`src/rtl/uart_top_core_pkg.sv`:
```
// Shared constants, types and helpers for the UART transmit subsystem.
package uart_top_core_pkg;

  localparam int unsigned PORT_W     = 16;
  localparam int unsigned DATA_W     = 8;
  localparam int unsigned BAUD_SEL_W = 4;
  localparam int unsigned FRAME_BITS = 11;
  localparam int unsigned BIT_CNT_W  = 4;
  // Wide enough for the slowest rate (333333 clocks per bit).
  localparam int unsigned CNT_W      = 19;

  localparam logic [PORT_W-1:0] TX_PORT   = 16'h0000;
  localparam logic [PORT_W-1:0] STAT_PORT = 16'h0001;

  // Transmitter activity: idle (ready for a byte) or shifting a frame out.
  typedef enum logic {
    ST_IDLE = 1'b0,
    ST_SEND = 1'b1
  } tx_state_e;

  // Static frame-format switches as seen by the transmit engine.
  typedef struct packed {
    logic                  eight;
    logic                  pen;
    logic                  ohel;
    logic [BAUD_SEL_W-1:0] baud;
  } frame_cfg_t;

  // Clocks per bit for each baud-select index (100 MHz system clock).
  function automatic logic [CNT_W-1:0] baud_count(input logic [BAUD_SEL_W-1:0] sel);
    logic [CNT_W-1:0] n;
    n = CNT_W'(109);
    case (sel)
      4'd0:    n = CNT_W'(333333);
      4'd1:    n = CNT_W'(83333);
      4'd2:    n = CNT_W'(41667);
      4'd3:    n = CNT_W'(20833);
      4'd4:    n = CNT_W'(10417);
      4'd5:    n = CNT_W'(5208);
      4'd6:    n = CNT_W'(2604);
      4'd7:    n = CNT_W'(1736);
      4'd8:    n = CNT_W'(868);
      4'd9:    n = CNT_W'(434);
      4'd10:   n = CNT_W'(217);
      default: n = CNT_W'(109);
    endcase
    return n;
  endfunction

  // Assemble the 11-bit LSB-first frame: start, data, optional d7/parity, stop padding.
  function automatic logic [FRAME_BITS-1:0] build_frame(input logic [DATA_W-1:0] d,
                                                        input frame_cfg_t        cfg);
    logic [FRAME_BITS-1:0] f;
    logic                  par;
    par    = (^d[6:0]) ^ (d[7] & cfg.eight) ^ cfg.ohel;
    f      = '1;
    f[0]   = 1'b0;
    f[7:1] = d[6:0];
    case ({cfg.eight, cfg.pen})
      2'b01: f[8] = par;
      2'b10: f[8] = d[7];
      2'b11: begin
        f[8] = d[7];
        f[9] = par;
      end
      default: ;
    endcase
    return f;
  endfunction

endpackage

```
`src/rtl/uart_top_core_tx_engine.sv`:
```
// Serialiser: baud counter, bit counter and shift register for one frame.
module uart_tx_engine
  import uart_top_core_pkg::*;
(
  input  logic              clk,
  input  logic              rst_n,
  input  logic              load,
  input  frame_cfg_t        cfg,
  input  logic [DATA_W-1:0] din,
  output logic              tx,
  output logic              txrdy
);

  tx_state_e              state;
  logic [FRAME_BITS-1:0]  shift_reg;
  logic [BIT_CNT_W-1:0]   bit_cnt;
  logic [CNT_W-1:0]       baud_cnt;
  logic [CNT_W-1:0]       baud_n;
  logic                   bit_end_c;
  logic                   last_bit_c;

  // End of the current bit period and of the final frame bit.
  assign bit_end_c  = (baud_cnt == (baud_n - CNT_W'(1)));
  assign last_bit_c = (bit_cnt == BIT_CNT_W'(FRAME_BITS - 1));

  assign txrdy = (state == ST_IDLE);

  // Frame sequencing; tx tracks shift_reg[0] as a register of its own.
  always_ff @(posedge clk or negedge rst_n) begin
    if (!rst_n) begin
      state     <= ST_IDLE;
      shift_reg <= '1;
      bit_cnt   <= '0;
      baud_cnt  <= '0;
      baud_n    <= '0;
      tx        <= 1'b1;
    end else begin
      case (state)
        ST_IDLE: begin
          if (load) begin
            state     <= ST_SEND;
            shift_reg <= build_frame(din, cfg);
            bit_cnt   <= '0;
            baud_cnt  <= '0;
            baud_n    <= baud_count(cfg.baud);
            tx        <= 1'b0;
          end
        end
        ST_SEND: begin
          if (bit_end_c) begin
            baud_cnt  <= '0;
            if (last_bit_c) begin
              state     <= ST_IDLE;
              shift_reg <= '1;
              bit_cnt   <= '0;
              tx        <= 1'b1;
            end else begin
              shift_reg <= {1'b1, shift_reg[FRAME_BITS-1:1]};
              bit_cnt   <= bit_cnt + BIT_CNT_W'(1);
              tx        <= shift_reg[1];
            end
          end else begin
            baud_cnt <= baud_cnt + CNT_W'(1);
          end
        end
        default: state <= ST_IDLE;
      endcase
    end
  end

endmodule

```
`src/rtl/uart_top_core.sv`:
```
// CPU port-bus front end: address decode, load qualification and status read mux.
module uart_top_core
  import uart_top_core_pkg::*;
(
  input  logic                  clk,
  input  logic                  reset,
  input  logic                  eight,
  input  logic                  pen,
  input  logic                  ohel,
  input  logic                  write_strobe,
  input  logic                  read_strobe,
  input  logic [BAUD_SEL_W-1:0] baud,
  input  logic [DATA_W-1:0]     out_port,
  input  logic [PORT_W-1:0]     port_id,
  output logic [DATA_W-1:0]     data,
  output logic                  tx
);

  frame_cfg_t cfg;
  logic       load_c;
  logic       txrdy;
  logic       unused_read;

  // Reads have no side effects, so the read qualifier is not needed.
  assign unused_read = read_strobe;

  assign cfg = '{eight: eight, pen: pen, ohel: ohel, baud: baud};

  // Accept a byte only when the transmitter is idle.
  assign load_c = write_strobe && (port_id == TX_PORT) && txrdy;

  uart_tx_engine u_engine (
    .clk   (clk),
    .rst_n (reset),
    .load  (load_c),
    .cfg   (cfg),
    .din   (out_port),
    .tx    (tx),
    .txrdy (txrdy)
  );

  // Status read mux; any other address reads as zero.
  always_comb begin
    data = '0;
    if (port_id == STAT_PORT) begin
      data = {7'b0, txrdy};
    end
  end

endmodule

```
`config.mk`:
```
export PLATFORM = sky130hd
export DESIGN_NAME = uart_top_core
export DESIGN_NICKNAME = d
export VERILOG_FILES = /design/src/rtl/uart_top_core_pkg.sv /design/src/rtl/uart_top_core_tx_engine.sv /design/src/rtl/uart_top_core.sv
export SDC_FILE = /design/constraint.sdc
export NUM_CORES = 1
export LEC_CHECK = 0
export CAP_MARGIN = 25
export CORE_ASPECT_RATIO = 0.6
export CORE_MARGIN = 1.5
export CORE_UTILIZATION = 45
export CTS_CLUSTER_SIZE = 28
export DETAILED_ROUTE_END_ITERATION = 8
export HOLD_SLACK_MARGIN = 0.1
export PLACE_DENSITY = 0.72
export SYNTH_ARGS = -nofsm -noshare
export SYNTH_HDL_FRONTEND = slang
export SYNTH_SLANG_ARGS = --single-unit
```
`constraint.sdc`:
```
create_clock -name clk -period 3 [get_ports clk]
set_clock_uncertainty 0.05 [all_clocks]
set_input_delay 0.3 -clock clk [delete_from_list [all_inputs] [get_ports clk]]
set_output_delay 0.3 -clock clk [all_outputs]
set_load 0.05 [all_outputs]
```
==> metrics <==
status=finished, final reports clean; area post-placement=roughly 0.0041 sq mm; final hold slack=about 430 ps; layout cells sized above 1=between 10% and 20%; Required @ worst endpoint=3170 ps; combinational share of power=11.8%; area of the multi-input gates=0.00207 sq mm; TritonCTS Buffers=5; initial core utilization=a little under half; drt total wl=around 8400 um; clock-pin slew on the worst setup and hold paths=roughly 70 ps; Root Driver=clkbuf_16; Die Ht=71.4 um; Seq cells post-synth=52; vias in the first global route=2743; Setup violations, final=0; Mapped Cells=397; Post-Layout Inst Area=0.00432 sq mm; kind of critical path=flip-flop to flip-flop; clock power share=39.4%; switching pwr=0.359 mW; area grow syn2layout=23.1%; antenna-violating nets left=0; H-tree depth=2; core footprint=0.00742 sq mm; most common cell after layout, fill and taps aside=nor2_1; CTS Buffer Depth=2; Post-synth ARST share=100%; final hold viol count=0; Final GP Congestion=between 0.9 and 1; die width=117 um; VDD IR-drop max=0.242 mV; Top FF cell, synth=dfrtp_1; CTS sink count=52; Ys Warns=0; Clock Latency Late Sink=roughly 300 ps; Pwr Total=1.46 mW; initial antenna violation count=0; unrepaired setup endpoints after global routing=true; Synth Area per Inst=8.84 sq um; Detailed Place HPWL=around 6300 um; CP endpoint kind=flip-flop; Post-Synthesis Cell Area=0.00351 sq mm; Fmax achieved=approximately 350 MHz; io pins=44; # diodes=0; Total Routing Usage GR=a little over a fifth; Pint=1.10 mW; post-synth cell types=58; Least-Margin Pin Slew=~680 ps; commonest cells after routing, fill and taps aside=nor2_1 (47), dfrtp_1 (42), nand2_1 (39); number of port buffers=35; area occupied by registers=0.00131 sq mm; largest net degree at the start of global routing=43; worst relative slew slack=between 50 and 60%; Worst Path Max Fanout=6; min Tclk post-route=2880 ps; Routed WL per cell=15.0 um; # nets final=497; Reg power frac=48.9%; TNS Setup=0 ps; final max-slew violation count=0; Largest register FFs=19; vias per cell=5.39; Iter 0 DRT Violations=214; sw frac=24.5%; drt pass-1 iters=5; Cell Rows=24; PwrDens=between 300 and 400 mW/mm^2; Fillers=663; Post-synth EDFFs=0; Max Cap Viol=0; Die ar.=0.00835 sq mm; WP data arrival=around 3100 ps; final critical-path share of the clock period=96.0%; hold crit path type=flip-flop to flip-flop; Overflow after GRT=0; Static Leakage=~2.0 nW; Via Count=between 3000 and 4000; CP Launch Type=flip-flop; sequential area share after synthesis=a little under two fifths; CTS tree=done; first-pass GRT wire length=~14000 um; DRC=0
## worst paths after layout
check,depth (start not counted),endpoint,from,slack [ps]
min reg2reg,2,u_engine.shift_reg[9],u_engine.shift_reg[9],430
max reg2reg,9,u_engine.shift_reg[4],u_engine.baud_n[1],120
min,2,u_engine.shift_reg[9],u_engine.shift_reg[9],430
max,9,u_engine.shift_reg[4],u_engine.baud_n[1],120
max in group asynchronous,4,u_engine.shift_reg[5],reset,1940
min in group asynchronous,3,u_engine.baud_cnt[12],reset,460
## layer usage
layer / global-route usage, % / wire length [um]
met5: 0 / 0
met4: 3.35 / 45
met1: 35.1 / 4360
met2: 27.9 / 3330
met3: 4.91 / 651
## synthesized netlist by cell type, types with 3 or more instances
library cell / count / share of area (%)
nor2_1: 47 / 5.0
dfrtp_1: 42 / 30
nand2_1: 39 / 4.2
xnor2_1: 26 / 6.5
xor2_1: 23 / 5.7
a21oi_1: 18 / 2.6
o21ai_0: 18 / 2.6
nand3_1: 13 / 1.9
nor3_1: 12 / 1.7
clkbuf_1: 11 / 1.2
dfstp_2: 10 / 7.5
inv_1: 10 / 1.1
ha_1: 9 / 3.2
mux2_2: 9 / 2.9
nand4_1: 9 / 1.6
o31ai_1: 9 / 1.9
buf_4: 7 / 1.5
mux2i_1: 5 / 1.4
nand2b_1: 5 / 0.89
nor3b_1: 5 / 1.1
nor4_1: 5 / 0.89
or3_1: 5 / 0.89
and3_1: 4 / 0.71
buf_2: 4 / 0.57
a21o_1: 3 / 0.64
nand3b_1: 3 / 0.64
nor4_2: 3 / 1.1
o22ai_1: 3 / 0.54
## worst max-delay path, cell delays in order (launching register included)
cell and delay, ps:
dfrtp_1 420, or4_1 620, nor4_2 210, and4_1 240, o2111ai_1 150, nor4_2 290, buf_4 180, nand4_4 150
nand2_4 160, mux2_2 350
## metrics by stage
step                worst slack, ps  std cells  util, %
floorplan                      82.6        403        -
global placement               75.4        545     54.9
CTS                            13.8        554     57.2
detailed placement             5.70        545     54.9
global route                  -27.6        558     58.2
finish                          119        558     58.2
## timing repair
action                                  in CTS  in global routing
buffers inserted                             0                  2
endpoints found under the hold margin        0                 33
hold buffers                                 0                  1
endpoints found under the setup margin      19                 28
pin swaps                                    2                  5
gates cloned                                 1                  0
gates resized for setup                      4                  6
## kinds of logic (layout without fill, tap and decap cells)
group	count (synthesis)	count (layout)	synth area share, %
AND/OR/NAND/NOR	162	163	23.5
AO/OA/AOI/OAI	71	71	12.7
flip-flops	52	52	37.4
XOR/XNOR	49	49	12.2
buffers and inverters	37	87	5.60
multiplexers	16	16	5.17
adder cells (fa/ha/maj)	9	9	3.21
other	1	7	0.107
## power by group through the flow
stage	Combinational, mW	Clock, mW	Sequential [mW]
after global routing	0.191	0.627	0.715
after floorplan	0.0983	0	0.727
after CTS	0.168	0.586	0.715
after global placement	0.165	0	0.727
after detailed placement	0.168	0	0.728
final	0.172	0.575	0.715
## area by class of cell
type                            instances  share of cell area (%)
Clock buffer                            5                    2.90
Clock inverter                          3                   0.550
Inverter                               10                   0.869
Multi-Input combinational cell        315                    48.0
Sequential cell                        52                    30.4
Tap cell                              104                    3.01
Timing Repair Buffer                   69                    14.3
(Power assumes the default switching activity.)
